**src/rtl/ram_load_router_pkg.sv**
```systemverilog
//------------------------------------------------------------------------------
// Module   : ram_load_router_pkg
// Purpose  : Shared state encodings and RAM index constants for the RAM load
//            router and its address/remaining counter.
// Revision : 1.0 - initial release
//------------------------------------------------------------------------------
`default_nettype none

package ram_load_router_pkg;

   // Load sequencer states
   typedef enum logic [1:0] {
      ST_IDLE = 2'd0,
      ST_LOAD = 2'd1,
      ST_DONE = 2'd2
   } state_t;

   // Target RAM indices
   localparam int RAM_DATA   = 0;
   localparam int RAM_WEIGHT = 1;

endpackage : ram_load_router_pkg

`default_nettype wire

```
**src/rtl/ram_load_cnt.sv**
```systemverilog
//------------------------------------------------------------------------------
// Module   : ram_load_cnt
// Purpose  : Loadable write-address / remaining-word counter. The address
//            counts up and the remaining count counts down on every step;
//            last flags the final word of the load.
// Revision : 1.0 - initial release
//------------------------------------------------------------------------------
`default_nettype none

module ram_load_cnt #(
   parameter int ADDR_W = 6
) (
   input  logic              clk,
   input  logic              rst_n,
   input  logic              load,
   input  logic [ADDR_W-1:0] load_addr,
   input  logic [ADDR_W:0]   load_len,
   input  logic              step,
   output logic [ADDR_W-1:0] addr,
   output logic              last
);

   localparam logic [ADDR_W-1:0] C_ADDR_ONE = {{(ADDR_W-1){1'b0}}, 1'b1};
   localparam logic [ADDR_W:0]   C_REM_ONE  = {{ADDR_W{1'b0}}, 1'b1};

   logic [ADDR_W-1:0] r_addr;
   logic [ADDR_W:0]   r_rem;

   // Load start address / word count, then advance once per accepted word
   always_ff @(posedge clk or negedge rst_n) begin
      if (!rst_n) begin
         r_addr <= '0;
         r_rem  <= '0;
      end else if (load) begin
         r_addr <= load_addr;
         r_rem  <= load_len;
      end else if (step) begin
         r_addr <= r_addr + C_ADDR_ONE;
         r_rem  <= r_rem - C_REM_ONE;
      end
   end

   assign addr = r_addr;
   assign last = (r_rem == C_REM_ONE);

endmodule : ram_load_cnt

`default_nettype wire

```
**src/rtl/ram_load_router.sv**
```systemverilog
//------------------------------------------------------------------------------
// Module   : ram_load_router
// Purpose  : Routes a valid/ready word stream into one of NUM_RAM target RAMs
//            as a bounded, sequential write burst with abort and error report.
// Revision : 1.0 - initial release
//------------------------------------------------------------------------------
`default_nettype none

module ram_load_router
   import ram_load_router_pkg::*;
#(
   parameter int NUM_RAM = 2,
   parameter int DATA_W  = 8,
   parameter int DEPTH   = 64,
   parameter int ADDR_W  = $clog2(DEPTH),
   parameter int SEL_W   = (NUM_RAM > 2) ? $clog2(NUM_RAM) : 1
) (
   input  logic               clk,
   input  logic               rst_n,
   input  logic               start,
   input  logic [SEL_W-1:0]   sel,
   input  logic [ADDR_W-1:0]  base_addr,
   input  logic [ADDR_W:0]    len,
   input  logic               abort,
   input  logic               in_valid,
   input  logic [DATA_W-1:0]  in_data,
   output logic               in_ready,
   output logic [NUM_RAM-1:0] ram_en,
   output logic [ADDR_W-1:0]  ram_waddr,
   output logic [DATA_W-1:0]  ram_wdata,
   output logic               busy,
   output logic               done,
   output logic               err,
   output logic [NUM_RAM-1:0] loaded
);

   // Bounds compared one bit wider than base+len so the sum cannot overflow
   localparam logic [ADDR_W+1:0] C_DEPTH   = (ADDR_W+2)'(DEPTH);
   localparam logic [SEL_W:0]    C_NUM_RAM = (SEL_W+1)'(NUM_RAM);

   state_t             r_state;
   state_t             w_state_nxt;
   logic [SEL_W-1:0]   r_sel;
   logic [NUM_RAM-1:0] r_loaded;
   logic               r_err;
   logic               w_accept;
   logic               w_start_ok;
   logic               w_start_bad;
   logic               w_last;
   logic [ADDR_W+1:0]  w_end;

   assign w_end = {2'b00, base_addr} + {1'b0, len};

   // Next-state decode, start qualification and handshake outputs
   always_comb begin
      w_state_nxt = r_state;
      w_start_ok  = 1'b0;
      w_start_bad = 1'b0;
      in_ready    = 1'b0;
      busy        = 1'b0;
      done        = 1'b0;
      case (r_state)
         ST_IDLE: begin
            if (start) begin
               if ((len != '0) && ({1'b0, sel} < C_NUM_RAM) && (w_end <= C_DEPTH)) begin
                  w_start_ok  = 1'b1;
                  w_state_nxt = ST_LOAD;
               end else begin
                  w_start_bad = 1'b1;
               end
            end
         end
         ST_LOAD: begin
            busy     = 1'b1;
            in_ready = !abort;
            if (abort) begin
               w_state_nxt = ST_IDLE;
            end else if (in_valid && w_last) begin
               w_state_nxt = ST_DONE;
            end
         end
         ST_DONE: begin
            busy        = 1'b1;
            done        = !abort;
            w_state_nxt = ST_IDLE;
         end
         default: begin
            w_state_nxt = ST_IDLE;
         end
      endcase
   end

   assign w_accept = in_valid && in_ready;

   // State register
   always_ff @(posedge clk or negedge rst_n) begin
      if (!rst_n) begin
         r_state <= ST_IDLE;
      end else begin
         r_state <= w_state_nxt;
      end
   end

   // Target latch, rejected-start pulse and per-RAM completion flags
   always_ff @(posedge clk or negedge rst_n) begin
      if (!rst_n) begin
         r_sel    <= '0;
         r_err    <= 1'b0;
         r_loaded <= '0;
      end else begin
         r_err <= w_start_bad;
         if (w_start_ok) begin
            r_sel <= sel;
         end
         // Completion is committed on leaving DONE so an abort there leaves it clear
         for (int i = 0; i < NUM_RAM; i++) begin
            if (w_start_ok && (sel == SEL_W'(i))) begin
               r_loaded[i] <= 1'b0;
            end else if ((r_state == ST_DONE) && !abort && (r_sel == SEL_W'(i))) begin
               r_loaded[i] <= 1'b1;
            end
         end
      end
   end

   ram_load_cnt #(
      .ADDR_W (ADDR_W)
   ) u_cnt (
      .clk       (clk),
      .rst_n     (rst_n),
      .load      (w_start_ok),
      .load_addr (base_addr),
      .load_len  (len),
      .step      (w_accept),
      .addr      (ram_waddr),
      .last      (w_last)
   );

   // One-hot write enable for the latched target, active only on an accept
   for (genvar gi = 0; gi < NUM_RAM; gi++) begin : g_en
      assign ram_en[gi] = w_accept && (r_sel == SEL_W'(gi));
   end

   assign ram_wdata = in_data;
   assign err       = r_err;
   assign loaded    = r_loaded;

endmodule : ram_load_router

`default_nettype wire

```
**config.mk**
```make
export PLATFORM = sky130hd
export DESIGN_NAME = ram_load_router
export DESIGN_NICKNAME = d
export VERILOG_FILES = /design/src/rtl/ram_load_router_pkg.sv /design/src/rtl/ram_load_cnt.sv /design/src/rtl/ram_load_router.sv
export SDC_FILE = /design/constraint.sdc
export NUM_CORES = 1
export LEC_CHECK = 0
export CAP_MARGIN = 15
export CORE_MARGIN = 1.5
export CORE_UTILIZATION = 45
export CTS_CLUSTER_SIZE = 20
export DETAILED_ROUTE_END_ITERATION = 7
export MAX_ROUTING_LAYER = met4
export PLACE_DENSITY = 0.78
export SYNTH_ARGS = -nofsm -noshare
export SYNTH_HDL_FRONTEND = slang
export SYNTH_SLANG_ARGS = --single-unit
```
**constraint.sdc**
```tcl
create_clock -name clk -period 2.5 [get_ports clk]
set_input_delay 0.5 -clock clk [delete_from_list [all_inputs] [get_ports clk]]
set_output_delay 0.5 -clock clk [all_outputs]
set_load 0.05 [all_outputs]
```
### Word-level counts from Yosys, hierarchy flattened

Cells that the tools add are included.

| storage, ports and cells | value |
|---|---|
| bits in registers | 19 |
| input bits | 27 |
| word-level logic and storage cells | 59 |
| output and inout port bits | 22 |

| cells by class | value |
|---|---|
| equal/unequal tests | 6 |
| add/subtract/negate cells | 3 |
| reductions and logical operators | 18 |
| order comparisons | 1 |
| bitwise logic cells | 2 |
| muxes and demuxes | 22 |

Operators by type and width:

| cell | number |
|---|---|
| $mux W7 | 2 |
| $mux W1 | 13 |
| $mux W6 | 2 |
| $logic_and A1 B1 Y1 | 10 |
| $add A6 B7 Y8 | 1 |
| $le A8 B7 Y1 const B | 1 |
| $mux W2 | 4 |
| $eq A7 B1 Y1 const B | 1 |
| $reduce_bool A7 Y1 | 1 |
| $sub A7 B1 Y7 const B | 1 |
| $add A6 B1 Y6 const B | 1 |
| $reduce_bool A2 Y1 | 3 |
| $ne A2 B2 Y1 const B | 2 |
| $pmux W2 S2 | 1 |
| $ne A3 B3 Y1 const B | 1 |
| $reduce_and A3 Y1 | 1 |
| $eq A2 B1 Y1 const B | 1 |
| $eq A2 B2 Y1 const B | 1 |
| $logic_not A2 Y1 | 1 |
| $not A1 Y1 | 2 |
| $reduce_or A2 Y1 | 1 |
| $logic_not A1 Y1 | 1 |

### Longest topological paths before layout

| depth | value |
|---|---|
| depth after elaboration | 8 |
| gate-level depth with buffers | 10 |
| gate-level depth less buffers | 8 |

### Cells and area by module

A second synthesis with hierarchy kept.

| unflattened totals | value |
|---|---|
| cells, all modules | 150 |
| area, all modules | 1381.3 µm² |

By module, submodules not included:

| module | times used | area an instance (µm²) | sequential area each (µm²) | cells each |
|---|---|---|---|---|
| ram_load_cnt | 1 | 704.4 | 325.3 | 75 |
| ram_load_router | 1 | 676.9 | 150.1 | 75 |

### Worst setup path before layout

No wires, ideal clock.

| timing | value |
|---|---|
| path type | input -> register |
| start point | in base_addr[0] |
| end point | reg u_cnt.r_addr[5], in the netlist u_cnt.addr[5] |
| arrival time | 2639 ps |
| buffers on the path | 2 |
| setup slack | -264 ps |
| stages | 10 |
| data required time | 2375 ps |
| setup time | 125 ps |
| path through | ha_1 -> fa_1 -> a211oi_1 -> nor3b_1 -> or4_1 -> nand3_2 -> a211o_1 -> buf_6 -> buf_12 -> mux2_4 |

| on the way | value |
|---|---|
| word-level cells in the longest chain between the ends | 7 |
| elaborated cells between the ends (all ways) | 8 |
| classes of those cells | 1 x add/sub; 1 x order compare; 4 x mux; 2 x reduce/logical |

RTL lines:

| item | RTL line | RTL |
|---|---|---|
| start: declaration | ram_load_router.sv:22 | `input logic [ADDR_W-1:0] base_addr,` |
| $add A6 B7 Y8 (*) | ram_load_router.sv:52 | `assign w_end = {2'b00, base_addr} + {1'b0, len};` |
| $le A8 B7 Y1 (*) | ram_load_router.sv:65 | `if ((len != '0) && ({1'b0, sel} < C_NUM_RAM) && (w_end <= C_DEPTH)) begin` |
| $logic_and A1 B1 Y1 (*) | ram_load_router.sv:65 |  |
| $mux W1 (*) | ram_load_router.sv:65 |  |
| $mux W1 (*) | ram_load_router.sv:64 | `if (start) begin` |
| $mux W1 (*) | ram_load_router.sv:62 | `case (r_state)` |
| $mux W6 or $reduce_bool A2 Y1 (tied branches) | - |  |
| end signal: assignment | ram_load_cnt.sv:35 | `r_addr <= load_addr;` |
| end signal: assignment | ram_load_cnt.sv:38 | `r_addr <= r_addr + C_ADDR_ONE;` |
| end: declaration | ram_load_cnt.sv:26 | `logic [ADDR_W-1:0] r_addr;` |

Mark *: on every way between the ends. The rest lies on a longest branch, timed or not.
A chain may end at the register's enable or synchronous reset.

### Worst setup path after layout

| timing | value |
|---|---|
| start point | in base_addr[0] |
| end point | reg r_sel |

| on the way | value |
|---|---|
| word-level cells in the longest chain between the ends | 6 |

RTL lines:

| item | RTL line | RTL |
|---|---|---|
| $add A6 B7 Y8 | ram_load_router.sv:52 |  |
| $le A8 B7 Y1 | ram_load_router.sv:65 |  |
| $logic_and A1 B1 Y1 | ram_load_router.sv:65 |  |
| $mux W1 | ram_load_router.sv:65 |  |
| $mux W1 | ram_load_router.sv:64 |  |
| $mux W1 | ram_load_router.sv:62 |  |
| end signal: assignment | ram_load_router.sv:113 | `r_sel <= sel;` |
| end: declaration | ram_load_router.sv:43 | `logic [SEL_W-1:0] r_sel;` |

Every way passes these cells.

==> summary.md <==
| Metric | Value |
|---|---|
| # IOs | `49` |
| Rows | `20` |
| Max-slew violation count | `0` |
| Total grt overflow | `0` |
| DR vias | `1302` |
| Share of the clock period used by the worst path | `106%` |
| Worst hold path stage count | `2` |
| Global Route met1 Usage | `27.8%` |
| Final WS setup | `-0.158 ns` |
| Initial Utilization | `47.8%` |
| Syn_area_per_cell | `10.4 µm²` |
| Synth warn | `0` |
| Met3 usage in global routing | `3.84%` |
| Crit. End Element | `flip-flop` |
| Worst ir drop on vdd | `0.304 mV` |
| Async set or reset register ratio after synthesis | `100%` |
| Worst-path fanout max | `8` |
| Critical path class | `in -> reg` |
| Htree depth | `1` |
| First-pass GRT wire length | `6440 µm` |
| Layout fillers | `247` |
| Worst setup SP type | `input pin` |
| Dominant synthesized flop cell | `dfrtp_1` |
| Largest area contributor in the netlist | `dfrtp_1` |
| GR Util All Layers | `24.3%` |
| Seq/Total Area, Yosys | `32.0%` |
| Routability cong. | `0.830` |
| Sw Share | `45.6%` |
| CP startpoint | `base_addr[0]` |
| Vias in the first global route | `1433` |
| Worst slew pin tran | `0.521 ns` |
| Area of the core | `0.00310 mm²` |
| CP Capture Point | `r_sel$_DFFE_PN0P_` |
| P_leak | `0.988 nW` |
| Skew-Pair Late Insertion Delay | `0.30 ns` |
| Hold slack | `0.426 ns` |
| CTS tree | `done` |
| Final core utilization | `69.9%` |
| Clk pwr share | `7.6%` |
| Drt pass-1 iters | `4` |
| Starting DRC count in detailed routing | `60` |
| Yosys top cell area share | `32.0%` |
| Yosys cell types | `44` |
| Flop2flop setup slack | `0.43 ns` |
| Clock-pin slew on the worst setup and hold paths | `0.12 ns` |
| Post-synth EDFFs | `0` |
| Synth top area cells | `dfrtp_1 32%, ha_1 11%, mux2_4 7.1%` |
| Failing checks | `setup timing` |
| # diodes | `0` |
| Met2 Use GR | `42.7%` |
| Worst r2r path cells | `8` |
| Worst slew margin relative to its limit | `65.2%` |
| Reg2reg end | `u_cnt.r_rem[5]$_DFFE_PN0P_` |
| Max_cap viols | `0` |
| Cell Pwr Density | `978 mW/mm²` |
| Worst hold path class | `in -> reg` |
| Outcome | `complete, but fails checks` |
| Setup tns final | `-1.73 ns` |
| Post-route ant nets | `0` |
| Clock Root Buffer | `clkbuf_4` |
| Area grow syn2layout | `46.1%` |
| Setup-failing EPs final | `14` |
| Cell Area, Synth | `0.00148 mm²` |
| RSZ-0062 raised after global routing | `yes` |
| Critical Path RT | `2.69 ns` |
| GR peak layer | `met2` |
| Comb pwr share | `63.8%` |
| Final critical-path required period | `2.66 ns` |
| Maximum clock rate | `376 MHz` |
| Count of state elements after synthesis | `19` |
| Syn_nets | `184` |
| DIE WIDTH | `60.4 µm` |
| R2r startpoint | `r_state[1]$_DFFE_PN0P_` |
| Largest net degree at the start of global routing | `20` |
| Share of cells above drive strength 1 | `36.5%` |
| Hold Vio Cnt, Final | `0` |
| DRC viols | `0` |
| Routed vias/inst | `5.52` |
| Bufs on Longest Clock Path | `2` |
| Clock Skew | `0.0149 ns` |
| WL per Instance | `17.5 µm` |
| P_sw | `966 µW` |
| Detailed placement HPWL | `2840 µm` |
| Routed wire length | `4140 µm` |
| Clock tree sinks | `19` |
| Count of port buffers added during placement | `32` |
| NumNets Final | `234` |
| Die ar. | `0.00365 mm²` |
| Arrival time at the worst endpoint | `2.84 ns` |
| Antenna violations before repair | `0` |
| CTS Buf Count | `3` |
| Die height | `60.4 µm` |
| Cells after synthesis | `143` |
| Internal power | `1.15 mW` |
| Sequential Power Share | `28.7%` |
==> worst min path at each step <==
| stage | start | end |
|---|---|---|
| after global placement | loaded[1]$_DFFE_PN0P_ | loaded[1]$_DFFE_PN0P_ |
| final | base_addr[0] | u_cnt.addr[0]$_DFFE_PN0P_ |
| after CTS | base_addr[0] | u_cnt.addr[0]$_DFFE_PN0P_ |
| after floorplan | rst_n | err$_DFF_PN0_ |
| after global routing | base_addr[0] | u_cnt.addr[0]$_DFFE_PN0P_ |
| after detailed placement | loaded[1]$_DFFE_PN0P_ | loaded[1]$_DFFE_PN0P_ |
==> cells in the final DEF, fill, tap and decap left out, types with 2 or more instances in the layout <==
| cell | netlist | layout |
|---|---|---|
| buf_4 | 8 | 20 |
| clkdlybuf4s15_2 | 0 | 3 |
| inv_1 | 7 | 7 |
| ha_4 | 0 | 4 |
| nor3_1 | 4 | 4 |
| clkdlybuf4s50_1 | 0 | 16 |
| or4_1 | 3 | 2 |
| mux2_4 | 7 | 13 |
| dfrtp_1 | 19 | 19 |
| clkdlybuf4s15_1 | 0 | 2 |
| nor2b_1 | 4 | 4 |
| o22a_2 | 2 | 2 |
| ha_1 | 13 | 9 |
| buf_6 | 1 | 5 |
| buf_8 | 0 | 2 |
| nand2_1 | 12 | 12 |
| nand3_1 | 4 | 4 |
| clkbuf_4 | 0 | 3 |
| dlygate4sd2_1 | 0 | 5 |
| xor2_1 | 6 | 6 |
| nor2_1 | 6 | 5 |
| xnor2_1 | 8 | 8 |
| and2_1 | 2 | 2 |
| buf_12 | 1 | 4 |
| a21oi_1 | 3 | 3 |
==> state kept, by name, summed over array words and instances (netlist names) <==
register	count
u_cnt.r_rem	7
u_cnt.addr	6
loaded	2
r_state	2
err	1
r_sel	1
==> stage by stage <==
step | total power, mW | area, µm² | instances | setup slack [ns]
final | 2.12 | 2170 | 236 | -0.158
after floorplan | 1.48 | 1510 | 143 | -0.0913
after global placement | 1.81 | 1980 | 226 | -0.617
after detailed placement | 1.86 | 1980 | 226 | -0.691
after global routing | 2.24 | 2170 | 236 | -0.189
after CTS | 2.07 | 2160 | 237 | -0.0361
==> worst max-delay path, stage by stage <==
cell and delay, ns:
buf_8 0.10, ha_4 0.16, fa_2 0.41, a211oi_4 0.29, nor3b_2 0.09, or4_4 0.50
nand3_2 0.10, a211o_1 0.19, buf_6 0.19, mux2_4 0.31
==> repair_timing <==
item                                    CTS  global route
pin swaps                                13             9
hold buffers                              0             0
buffers inserted                          6             2
endpoints found under the setup margin   18            17
gates cloned                              1             0
resized for setup                        42            11
==> layout make-up <==
class                   instances  area, µm²  share of cell area [%]
multi-input cells             105       1010                    46.6
clock buffers                   3       22.5                    1.04
repair buffers                 57        574                    26.5
well taps                      44       55.1                    2.54
inverters                       7       26.3                    1.21
clock inverters                 1       5.00                   0.231
flip-flops and latches         19        475                    21.9
==> power by group through the flow <==
stage / Sequential (mW) / Clock, mW / Combinational (mW)
final: 0.608 / 0.160 / 1.35
after global routing: 0.625 / 0.175 / 1.44
after CTS: 0.603 / 0.164 / 1.31
after detailed placement: 0.609 / 0 / 1.25
after global placement: 0.596 / 0 / 1.21
after floorplan: 0.820 / 0 / 0.659
==> layer usage <==
| metal | part of all wire, % | wire, µm |
|---|---|---|
| met1 | 39 | 1600 |
| met2 | 54 | 2240 |
| met3 | 5.0 | 206 |
| met4 | 2.2 | 92 |
| met5 | 0 | 0 |
==> cells by family after synthesis <==
family	share of synthesized area, %
compound gates	11.0
xor+xnor	8.26
fa+ha+maj	12.3
buf+inv	8.43
flops	32.0
mux	12.3
simple gates	15.6
==> synthesized netlist by cell type (3+ instances only) <==
master and instances:
dfrtp_1 19, ha_1 13, nand2_1 12, buf_4 8
xnor2_1 8, inv_1 7, mux2_4 7, mux2_2 6
nor2_1 6, xor2_1 6, nand3_1 4, nor2b_1 4
nor3_1 4, a21oi_1 3, or4_1 3
Note: power is estimated with default switching activity, not from simulation.
